[config.mk]
export PLATFORM = sky130hd
export DESIGN_NAME = oled_rect_sched
export DESIGN_NICKNAME = d
export VERILOG_FILES = /design/src/rtl/oled_pkg.sv /design/src/rtl/rr_arb2.sv /design/src/rtl/oled_rect_sched.sv
export SDC_FILE = /design/constraint.sdc
export NUM_CORES = 1
export LEC_CHECK = 0
export CAP_MARGIN = 20
export CORE_UTILIZATION = 35
export CTS_CLUSTER_DIAMETER = 100
export DETAILED_ROUTE_END_ITERATION = 8
export GPL_TIMING_DRIVEN = 0
export PLACE_DENSITY_LB_ADDON = 0.08
export RECOVER_POWER = 25
export REMOVE_ABC_BUFFERS = 1
export SLEW_MARGIN = 10
export SYNTH_ARGS = -nofsm -noshare
export SYNTH_HDL_FRONTEND = slang
export SYNTH_HIERARCHICAL = 1
export SYNTH_SLANG_ARGS = --single-unit
[constraint.sdc]
create_clock -name clk -period 17.6 [get_ports clk]
set_input_delay 1.76 -clock clk [delete_from_list [all_inputs] [get_ports clk]]
set_output_delay 1.76 -clock clk [all_outputs]
set_load 0.1 [all_outputs]
[src/rtl/oled_pkg.sv]
// Shared ST7735 opcodes, default panel geometry and the rectangle scheduler state encoding.
package oled_pkg;

  localparam logic [7:0] CmdCaset = 8'h2A;
  localparam logic [7:0] CmdRaset = 8'h2B;
  localparam logic [7:0] CmdRamwr = 8'h2C;

  localparam int unsigned DefXSize = 160;
  localparam int unsigned DefYSize = 80;

  typedef enum logic [2:0] {
    StIdle,
    StCaset,
    StRaset,
    StRamwr,
    StPixel,
    StDone,
    StErr
  } state_e;

endpackage

[src/rtl/rr_arb2.sv]
// Two-way round-robin arbiter; on a tie the requester not granted last wins.
module rr_arb2 (
  input  logic       clk_i,
  input  logic       rst_ni,
  input  logic [1:0] req_i,
  input  logic       en_i,
  output logic [1:0] gnt_o
);

  // Index of the requester favoured on the next tie.
  logic ptr_q, ptr_d;

  always_comb begin
    gnt_o = 2'b00;
    unique case (req_i)
      2'b01:   gnt_o = 2'b01;
      2'b10:   gnt_o = 2'b10;
      2'b11:   gnt_o = ptr_q ? 2'b10 : 2'b01;
      default: gnt_o = 2'b00;
    endcase
  end

  always_comb begin
    ptr_d = ptr_q;
    if (en_i && (|req_i)) begin
      ptr_d = gnt_o[0];
    end
  end

  always_ff @(posedge clk_i or negedge rst_ni) begin
    if (!rst_ni) begin
      ptr_q <= 1'b0;
    end else begin
      ptr_q <= ptr_d;
    end
  end

endmodule

[src/rtl/oled_rect_sched.sv]
// Fill-rectangle scheduler: arbitrates two requesters and emits CASET/RASET/RAMWR plus pixel bytes.
module oled_rect_sched
  import oled_pkg::*;
#(
  parameter int unsigned C_x_size   = DefXSize,
  parameter int unsigned C_y_size   = DefYSize,
  parameter int unsigned C_x_offset = 0,
  parameter int unsigned C_y_offset = 0
) (
  input  logic        clk,
  input  logic        resn,
  input  logic        init_done,
  input  logic [1:0]  req_valid,
  output logic [1:0]  req_ready,
  input  logic [15:0] req_x0,
  input  logic [15:0] req_x1,
  input  logic [13:0] req_y0,
  input  logic [13:0] req_y1,
  input  logic [31:0] req_color,
  output logic        tx_valid,
  input  logic        tx_ready,
  output logic [7:0]  tx_data,
  output logic        tx_dc,
  output logic        busy,
  output logic        done,
  output logic        done_id,
  output logic        err
);

  state_e state_q, state_d;

  logic [7:0]  x0_q, x0_d, x1_q, x1_d;
  logic [6:0]  y0_q, y0_d, y1_q, y1_d;
  logic [15:0] color_q, color_d;
  logic        id_q, id_d;
  logic [2:0]  idx_q, idx_d;
  logic [13:0] pix_q, pix_d;
  logic        lo_q, lo_d;

  logic [1:0]  gnt;
  logic        acc, sel, bad, hs, last_arg;
  logic [7:0]  sel_x0, sel_x1;
  logic [6:0]  sel_y0, sel_y1;
  logic [15:0] sel_color;
  logic [15:0] xs, xe, ys, ye, w0, w1;
  logic [13:0] width, height;

  // resn gates the accept so req_ready reads 0 while reset is held.
  assign acc = resn & init_done & (state_q == StIdle) & (|req_valid);

  rr_arb2 u_arb (
    .clk_i  (clk),
    .rst_ni (resn),
    .req_i  (req_valid),
    .en_i   (acc),
    .gnt_o  (gnt)
  );

  assign req_ready = acc ? gnt : 2'b00;
  assign sel       = gnt[1];
  assign sel_x0    = sel ? req_x0[15:8]     : req_x0[7:0];
  assign sel_x1    = sel ? req_x1[15:8]     : req_x1[7:0];
  assign sel_y0    = sel ? req_y0[13:7]     : req_y0[6:0];
  assign sel_y1    = sel ? req_y1[13:7]     : req_y1[6:0];
  assign sel_color = sel ? req_color[31:16] : req_color[15:0];

  assign bad = (sel_x0 > sel_x1) | (sel_y0 > sel_y1) |
               (32'(sel_x1) >= C_x_size) | (32'(sel_y1) >= C_y_size);

  assign hs       = tx_valid & tx_ready;
  assign last_arg = (idx_q == 3'd4);

  assign xs     = 16'(x0_q) + 16'(C_x_offset);
  assign xe     = 16'(x1_q) + 16'(C_x_offset);
  assign ys     = 16'(y0_q) + 16'(C_y_offset);
  assign ye     = 16'(y1_q) + 16'(C_y_offset);
  assign w0     = (state_q == StCaset) ? xs : ys;
  assign w1     = (state_q == StCaset) ? xe : ye;
  assign width  = 14'(x1_q) - 14'(x0_q) + 14'd1;
  assign height = 14'(y1_q) - 14'(y0_q) + 14'd1;

  always_ff @(posedge clk or negedge resn) begin
    if (!resn) begin
      state_q <= StIdle;
    end else begin
      state_q <= state_d;
    end
  end

  always_comb begin
    state_d = state_q;
    unique case (state_q)
      StIdle:  if (acc) state_d = bad ? StErr : StCaset;
      StCaset: if (hs && last_arg) state_d = StRaset;
      StRaset: if (hs && last_arg) state_d = StRamwr;
      StRamwr: if (hs) state_d = StPixel;
      StPixel: if (hs && lo_q && (pix_q == 14'd0)) state_d = StDone;
      StDone:  state_d = StIdle;
      StErr:   state_d = StIdle;
      default: state_d = StIdle;
    endcase
  end

  always_comb begin
    tx_valid = 1'b0;
    tx_data  = 8'h00;
    tx_dc    = 1'b0;
    busy     = 1'b0;
    done     = 1'b0;
    err      = 1'b0;
    unique case (state_q)
      StCaset, StRaset: begin
        tx_valid = 1'b1;
        busy     = 1'b1;
        tx_dc    = (idx_q != 3'd0);
        case (idx_q)
          3'd0:    tx_data = (state_q == StCaset) ? CmdCaset : CmdRaset;
          3'd1:    tx_data = w0[15:8];
          3'd2:    tx_data = w0[7:0];
          3'd3:    tx_data = w1[15:8];
          3'd4:    tx_data = w1[7:0];
          default: tx_data = 8'h00;
        endcase
      end
      StRamwr: begin
        tx_valid = 1'b1;
        busy     = 1'b1;
        tx_data  = CmdRamwr;
      end
      StPixel: begin
        tx_valid = 1'b1;
        busy     = 1'b1;
        tx_dc    = 1'b1;
        tx_data  = lo_q ? color_q[7:0] : color_q[15:8];
      end
      StDone:  done = 1'b1;
      StErr:   err = 1'b1;
      default: ;
    endcase
  end

  assign done_id = id_q;

  always_comb begin
    x0_d    = x0_q;
    x1_d    = x1_q;
    y0_d    = y0_q;
    y1_d    = y1_q;
    color_d = color_q;
    id_d    = id_q;
    idx_d   = idx_q;
    pix_d   = pix_q;
    lo_d    = lo_q;
    if (acc) begin
      x0_d    = sel_x0;
      x1_d    = sel_x1;
      y0_d    = sel_y0;
      y1_d    = sel_y1;
      color_d = sel_color;
      id_d    = sel;
      idx_d   = 3'd0;
    end
    if (((state_q == StCaset) || (state_q == StRaset)) && hs) begin
      idx_d = last_arg ? 3'd0 : idx_q + 3'd1;
    end
    // Pixel count is loaded while RAMWR waits so PIXEL can start without a bubble.
    if (state_q == StRamwr) begin
      pix_d = width * height - 14'd1;
      lo_d  = 1'b0;
    end
    if ((state_q == StPixel) && hs) begin
      lo_d = ~lo_q;
      if (lo_q) pix_d = pix_q - 14'd1;
    end
  end

  always_ff @(posedge clk or negedge resn) begin
    if (!resn) begin
      x0_q    <= '0;
      x1_q    <= '0;
      y0_q    <= '0;
      y1_q    <= '0;
      color_q <= '0;
      id_q    <= 1'b0;
      idx_q   <= '0;
      pix_q   <= '0;
      lo_q    <= 1'b0;
    end else begin
      x0_q    <= x0_d;
      x1_q    <= x1_d;
      y0_q    <= y0_d;
      y1_q    <= y1_d;
      color_q <= color_d;
      id_q    <= id_d;
      idx_q   <= idx_d;
      pix_q   <= pix_d;
      lo_q    <= lo_d;
    end
  end

endmodule

Yosys cells after proc, flatten, opt, wreduce, memory -nomap -nowiden:

Index checks and enable logic that the tools add are counted.
Widths: inputs -> output; s select.

* input port bits: 98
* output and inout port bits: 16
* flip-flop bits (word level): 69
* logic and storage cells: 99

* reduce and logical (&&, ||, !) cells: 17
* order comparisons: 4
* add/sub/neg operators: 7
* bitwise gates (word level): 8
* eq/ne operators: 18
* mux-type cells: 33
* multipliers: 1

Operators with widths (count)
* $mux 14: 3
* $mux 8: 5
* $pmux 8 s5: 1
* $sub 14x1->14 const B: 2
* $mux 3: 9
* $pmux 8 s3: 1
* $mux 16: 1
* $pmux 3 s5: 1
* $logic_not 14->1: 1
* $mul 10x9->14: 1
* $mux 7: 2
* $eq 3x2->1 const B: 4
* $eq 3x3->1 const B: 4
* $add 9x2->10 const B: 1
* $add 8x2->9 const B: 1
* $sub 8x8->9: 1
* $ge 8x8->1 const B: 1
* $gt 8x8->1: 1
* $ne 2x2->1 const B: 4
* $sub 7x7->8: 1
* $ge 7x7->1 const B: 1
* $gt 7x7->1: 1
* $eq 3x1->1 const B: 2
* $logic_and 1x1->1: 6
* 18 further kinds: 33

Logic depth before layout (Yosys ltp):

* depth after elaboration: 10
* gate-level depth with buffers: 30
* mapped depth without buffers: 30

By module:

The synthesis kept the hierarchy.

By module, submodules not included
* oled_rect_sched: sequential area each 1701.6 sq um, cells an instance 905, area an instance 7842.5 sq um, times used 1
* rr_arb2: sequential area each 25.0 sq um, cells an instance 6, area an instance 55.1 sq um, times used 1

Worst setup path after synthesis:

Ideal clock, no wire load.

* path type: flip-flop to flip-flop
* start: reg y1_q[0]
* end: reg pix_q[13]
* clock period less this slack: 6587 ps
* path slack: 11013 ps
* stages on the path, launching flop included: 27
* required time: 17442 ps
* library setup time: 158 ps
* path buffers: 0
* arrival time: 6429 ps
* cells stage by stage: dfrtp_1 inv_1 ha_1 inv_1 fa_1 a211oi_1 nor2_1 xor2_1 nand3_1 xor2_1 and2_1 fa_1 inv_1 fa_1 fa_1 fa_1 inv_1 fa_1 xnor2_1 xnor2_1 xnor2_1 xnor2_1 xnor3_1 xnor2_1 xnor3_1 xnor2_1 a21oi_1

* longest elaborated chain between the ends: 7

RTL lines
* start: declaration: line oled_rect_sched.sv:33 `logic [6:0] y0_q, y0_d, y1_q, y1_d;`
* start signal: assignment: line oled_rect_sched.sv:192 `y1_q <= y1_d;`
* $sub 7x7->8 (*): line oled_rect_sched.sv:80 `assign height = 14'(y1_q) - 14'(y0_q) + 14'd1;`
* $add 8x2->9 (*): line oled_rect_sched.sv:80
* $mul 10x9->14 (*): line oled_rect_sched.sv:168 `pix_d = width * height - 14'd1;`
* $sub 14x1->14 (*): line oled_rect_sched.sv:168
* $mux 14 (*): line oled_rect_sched.sv:167 `if (state_q == StRamwr) begin`
* $mux 14: line oled_rect_sched.sv:173 `if (lo_q) pix_d = pix_q - 14'd1;`
* $mux 14 (*): line oled_rect_sched.sv:171 `if ((state_q == StPixel) && hs) begin`
* named net pix_d[13]: line oled_rect_sched.sv:37 `logic [13:0] pix_q, pix_d;`
* end signal: assignment: line oled_rect_sched.sv:196 `pix_q <= pix_d;`
* end: declaration: line oled_rect_sched.sv:37

Mark *: on every way through the listed nets, which the timed path passes. The rest lies on a longest branch.
A chain may end at the register's enable or synchronous reset.

Final worst setup path:

* start: in resn
* end: out req_ready[1]

* longest elaborated chain between the ends: 4

RTL lines
* start: declaration: line oled_rect_sched.sv:11 `input logic resn,`
* $and 1x1->1 (3 in a row): line oled_rect_sched.sv:49 `assign acc = resn & init_done & (state_q == StIdle) & (|req_valid);`
* $mux 2: line oled_rect_sched.sv:59 `assign req_ready = acc ? gnt : 2'b00;`
* end: declaration: line oled_rect_sched.sv:14 `output logic [1:0] req_ready,`

Every way passes these cells.

==> reports/metrics.cfg <==
[clock_network]
cts_max_path_buffers = 2
cts_post_setup_buffers_inserted = 0
cts_hold_buf = 0
cts-root-buf = clkbuf_16
htreeDepth = 3
cts_tree = built
path_clk_slew_ns = 0.06
cts_resized = 0
numCtsBuffers = 9
clk_latency_ns = 0.34
clock_sinks = 69

[place]
port_buffers = 113
routabilityCongestion = 0.774
placed_area_um2 = 9400
place_hpwl_mm = 16.1

[floorplanning]
io_pins = 114
fp.dieH_um = 152
dieArea_um2 = 23200
rows = 54
start_util_pct = 36.0
design.core.area_um2 = 22000
die_w_um = 152

[worst_setup_path]
crit_path_end_kind = output port
path_class = input pin to output port
reg2reg_slack_ns = 10.11
cp_max_fo = 53
worstPathRequired_ns = 15.84
arrival_ns = 8.65
ff2ff_path_depth = 26
critPathLaunchType = input pin
r2r-start = y1_q[0]
regToRegEndpoint = pix_q[13]

[synthesis]
netlist_instances = 911
ys.warnings.count = 6
async_reset_ff_share_pct = 100
syn_avg_cell_area_um2 = 8.67
netlist_area_um2 = 7900
yosysUniqueCellTypes = 69
ys.flop_type = dfrtp_1
synth-seq-cells = 69
ys_seq_area_share_pct = 21.9
synth_edf_count = 0

[sta]
worstMarginPinSlew_ns = 2.38
drv_slew = 73
rsz0062_at_grt = no
fmax_mhz = 96.0
skew_ns = 0.0117
fin_crit_sh_pct = 59.2
tns_ns = 0
setup-violations-final = 0
fin_hold_ws_ns = 0.480
period_needed_ns = 10.41
hold_viol_final = 0
relSlewSlack_pct = -58.7

[global_routing]
grt_antenna_before_repair = 0
grt_pass1_vias = 6548
track_usage_pct = 18.1
grt_overflow = 0
grt_pass1_wl_mm = 33.6
grt_max_degree = 54

[cells_and_area]
antennaDiodeCount = 0
area_growth_pct = 22.2
final_nets = 1241
final_area_um2 = 9650
layout-drive-gt1-share_pct = 5.81

[routing]
routedWlPerCell_um = 15.3
final_antenna_net_count = 0
first_pass_iters = 6
drt_iter0_drc = 304
vias_per_cell = 4.99
routed_wl_mm = 19.8
via_count = 6466
drc = 1

[hold_path]
worstHoldPathCells = 2
min_to = color_q[2]
hold_class = register to register
min-delay-start = color_q[2]

[run_status]
violations = DRC, capacitance limit, slew limit
status = finished, violations left

[flow_run]
drv_cap = 2

## sequential cells by signal, summed over array words and instances, names as in the netlist, 3 cells and up
name     count
x0_q         8
x1_q         8
idx_q        3
y0_q         7
y1_q         7
color_q     16
pix_q       14
state_q      3
## how the worst max path moves through the flow
stage | cells past startpoint | endpoint | start | slack, ns
finish | 8 | req_ready[1] | resn | 7.19
global route | 8 | req_ready[1] | resn | 6.19
CTS | 8 | req_ready[1] | resn | 9.92
detailed placement | 8 | req_ready[1] | resn | 9.94
global placement | 6 | req_ready[1] | resn | 6.40
floorplan | 14 | state_q[0] | req_valid[1] | 10.13
## area by class of cell
class | count | area (um^2)
fill | 2266 | 12300
sequential | 69 | 1730
clock inverter | 7 | 55.1
multi-input combinational | 697 | 5650
clock buffer | 9 | 225
timing repair buffer | 119 | 1220
inverter | 115 | 432
tap | 280 | 350
## placed cells by master, fill, tap and decap left out, types with 3 or more instances in the layout
cell / n
o21ai_0: 76
o21a_1: 10
o31ai_1: 4
nand4_1: 3
a31oi_1: 3
o221ai_1: 3
clkbuf_16: 9
xnor2_1: 24
or3_1: 13
ha_1: 72
nand3b_1: 3
fa_1: 60
nor3_1: 8
inv_1: 114
mux2i_1: 43
clkdlybuf4s50_1: 112
a21o_1: 4
nand2b_1: 7
nand2_1: 121
nor2b_1: 10
a21oi_1: 44
and2_1: 26
nand3_1: 21
nor2_1: 39
inv_6: 3
and3_1: 4
nor3b_1: 3
or2_2: 3
a221oi_1: 4
mux2_2: 16
o22ai_1: 10
xor2_1: 19
dfrtp_1: 69
## cell families after synthesis
| logic type | count (synthesis) | synth area share (%) |
|---|---|---|
| flops | 69 | 21.9 |
| buf+inv | 145 | 6.94 |
| fa+ha+maj | 132 | 26.6 |
| mux | 59 | 7.73 |
| xor+xnor | 46 | 5.54 |
| compound gates | 187 | 14.7 |
| simple gates | 273 | 16.6 |
## through the flow
step | instances | util [%] | setup WS, ns
6_report | 1296 | 44.0 | 7.19
5_1_grt | 1296 | 44.0 | 6.19
4_1_cts | 1296 | 44.1 | 9.92
3_5_place_dp | 1280 | 42.8 | 9.94
3_3_place_gp | 1274 | 42.2 | 6.40
2_1_floorplan | 881 | - | 10.13
## cells in the mapped netlist (all sizes together), types with 2 or more instances
| library cell | count | area share, % |
|---|---|---|
| a21boi | 3 | 0.29 |
| a21o | 4 | 0.38 |
| a21oi | 45 | 2.9 |
| a221oi | 4 | 0.44 |
| a311oi | 3 | 0.55 |
| a31oi | 3 | 0.24 |
| and2 | 26 | 2.1 |
| and3 | 4 | 0.32 |
| buf | 4 | 0.24 |
| clkbuf | 26 | 1.2 |
| dfrtp | 69 | 22 |
| fa | 60 | 15 |
| ha | 72 | 11 |
| inv | 114 | 5.4 |
| mux2 | 16 | 2.3 |
| mux2i | 43 | 5.4 |
| nand2 | 122 | 5.8 |
| nand2b | 7 | 0.55 |
| nand3 | 21 | 1.3 |
| nand3b | 3 | 0.29 |
| nand4 | 3 | 0.24 |
| nor2 | 39 | 1.9 |
| nor2b | 11 | 0.90 |
| nor3 | 10 | 0.70 |
| nor3b | 4 | 0.38 |
| nor4 | 2 | 0.35 |
| o21a | 11 | 1.1 |
| o21ai | 78 | 5.1 |
| o21bai | 2 | 0.19 |
| o221a | 2 | 0.29 |
| o221ai | 3 | 0.33 |
| o22ai | 10 | 0.79 |
| o311a | 2 | 0.25 |
| o31a | 2 | 0.22 |
| o31ai | 4 | 0.38 |
| or2 | 5 | 0.43 |
| or3 | 13 | 1.0 |
| xnor2 | 24 | 2.7 |
| xnor3 | 2 | 0.57 |
| xor2 | 20 | 2.3 |
## worst max-delay path, cell delays in order
cell and delay (ns):
clkbuf_1 1.30, clkbuf_1 1.78, o211ai_1 0.45, or4_2 0.91
buf_12 0.27, inv_1 0.70, and2_1 0.26, clkdlybuf4s50_1 1.14
## routing by layer
layer,GRT usage (%),up-vias,part of all wire (%)
li1,-,3277,-
met1,24.7,3060,49
met2,30.3,114,47
met3,2.59,15,2.9
met4,3.79,0,1.3
met5,0,-,0
Power is left out: the tool's default activity adds up to more than one toggle a clock period on the data nets, which glitch-free logic cannot reach.
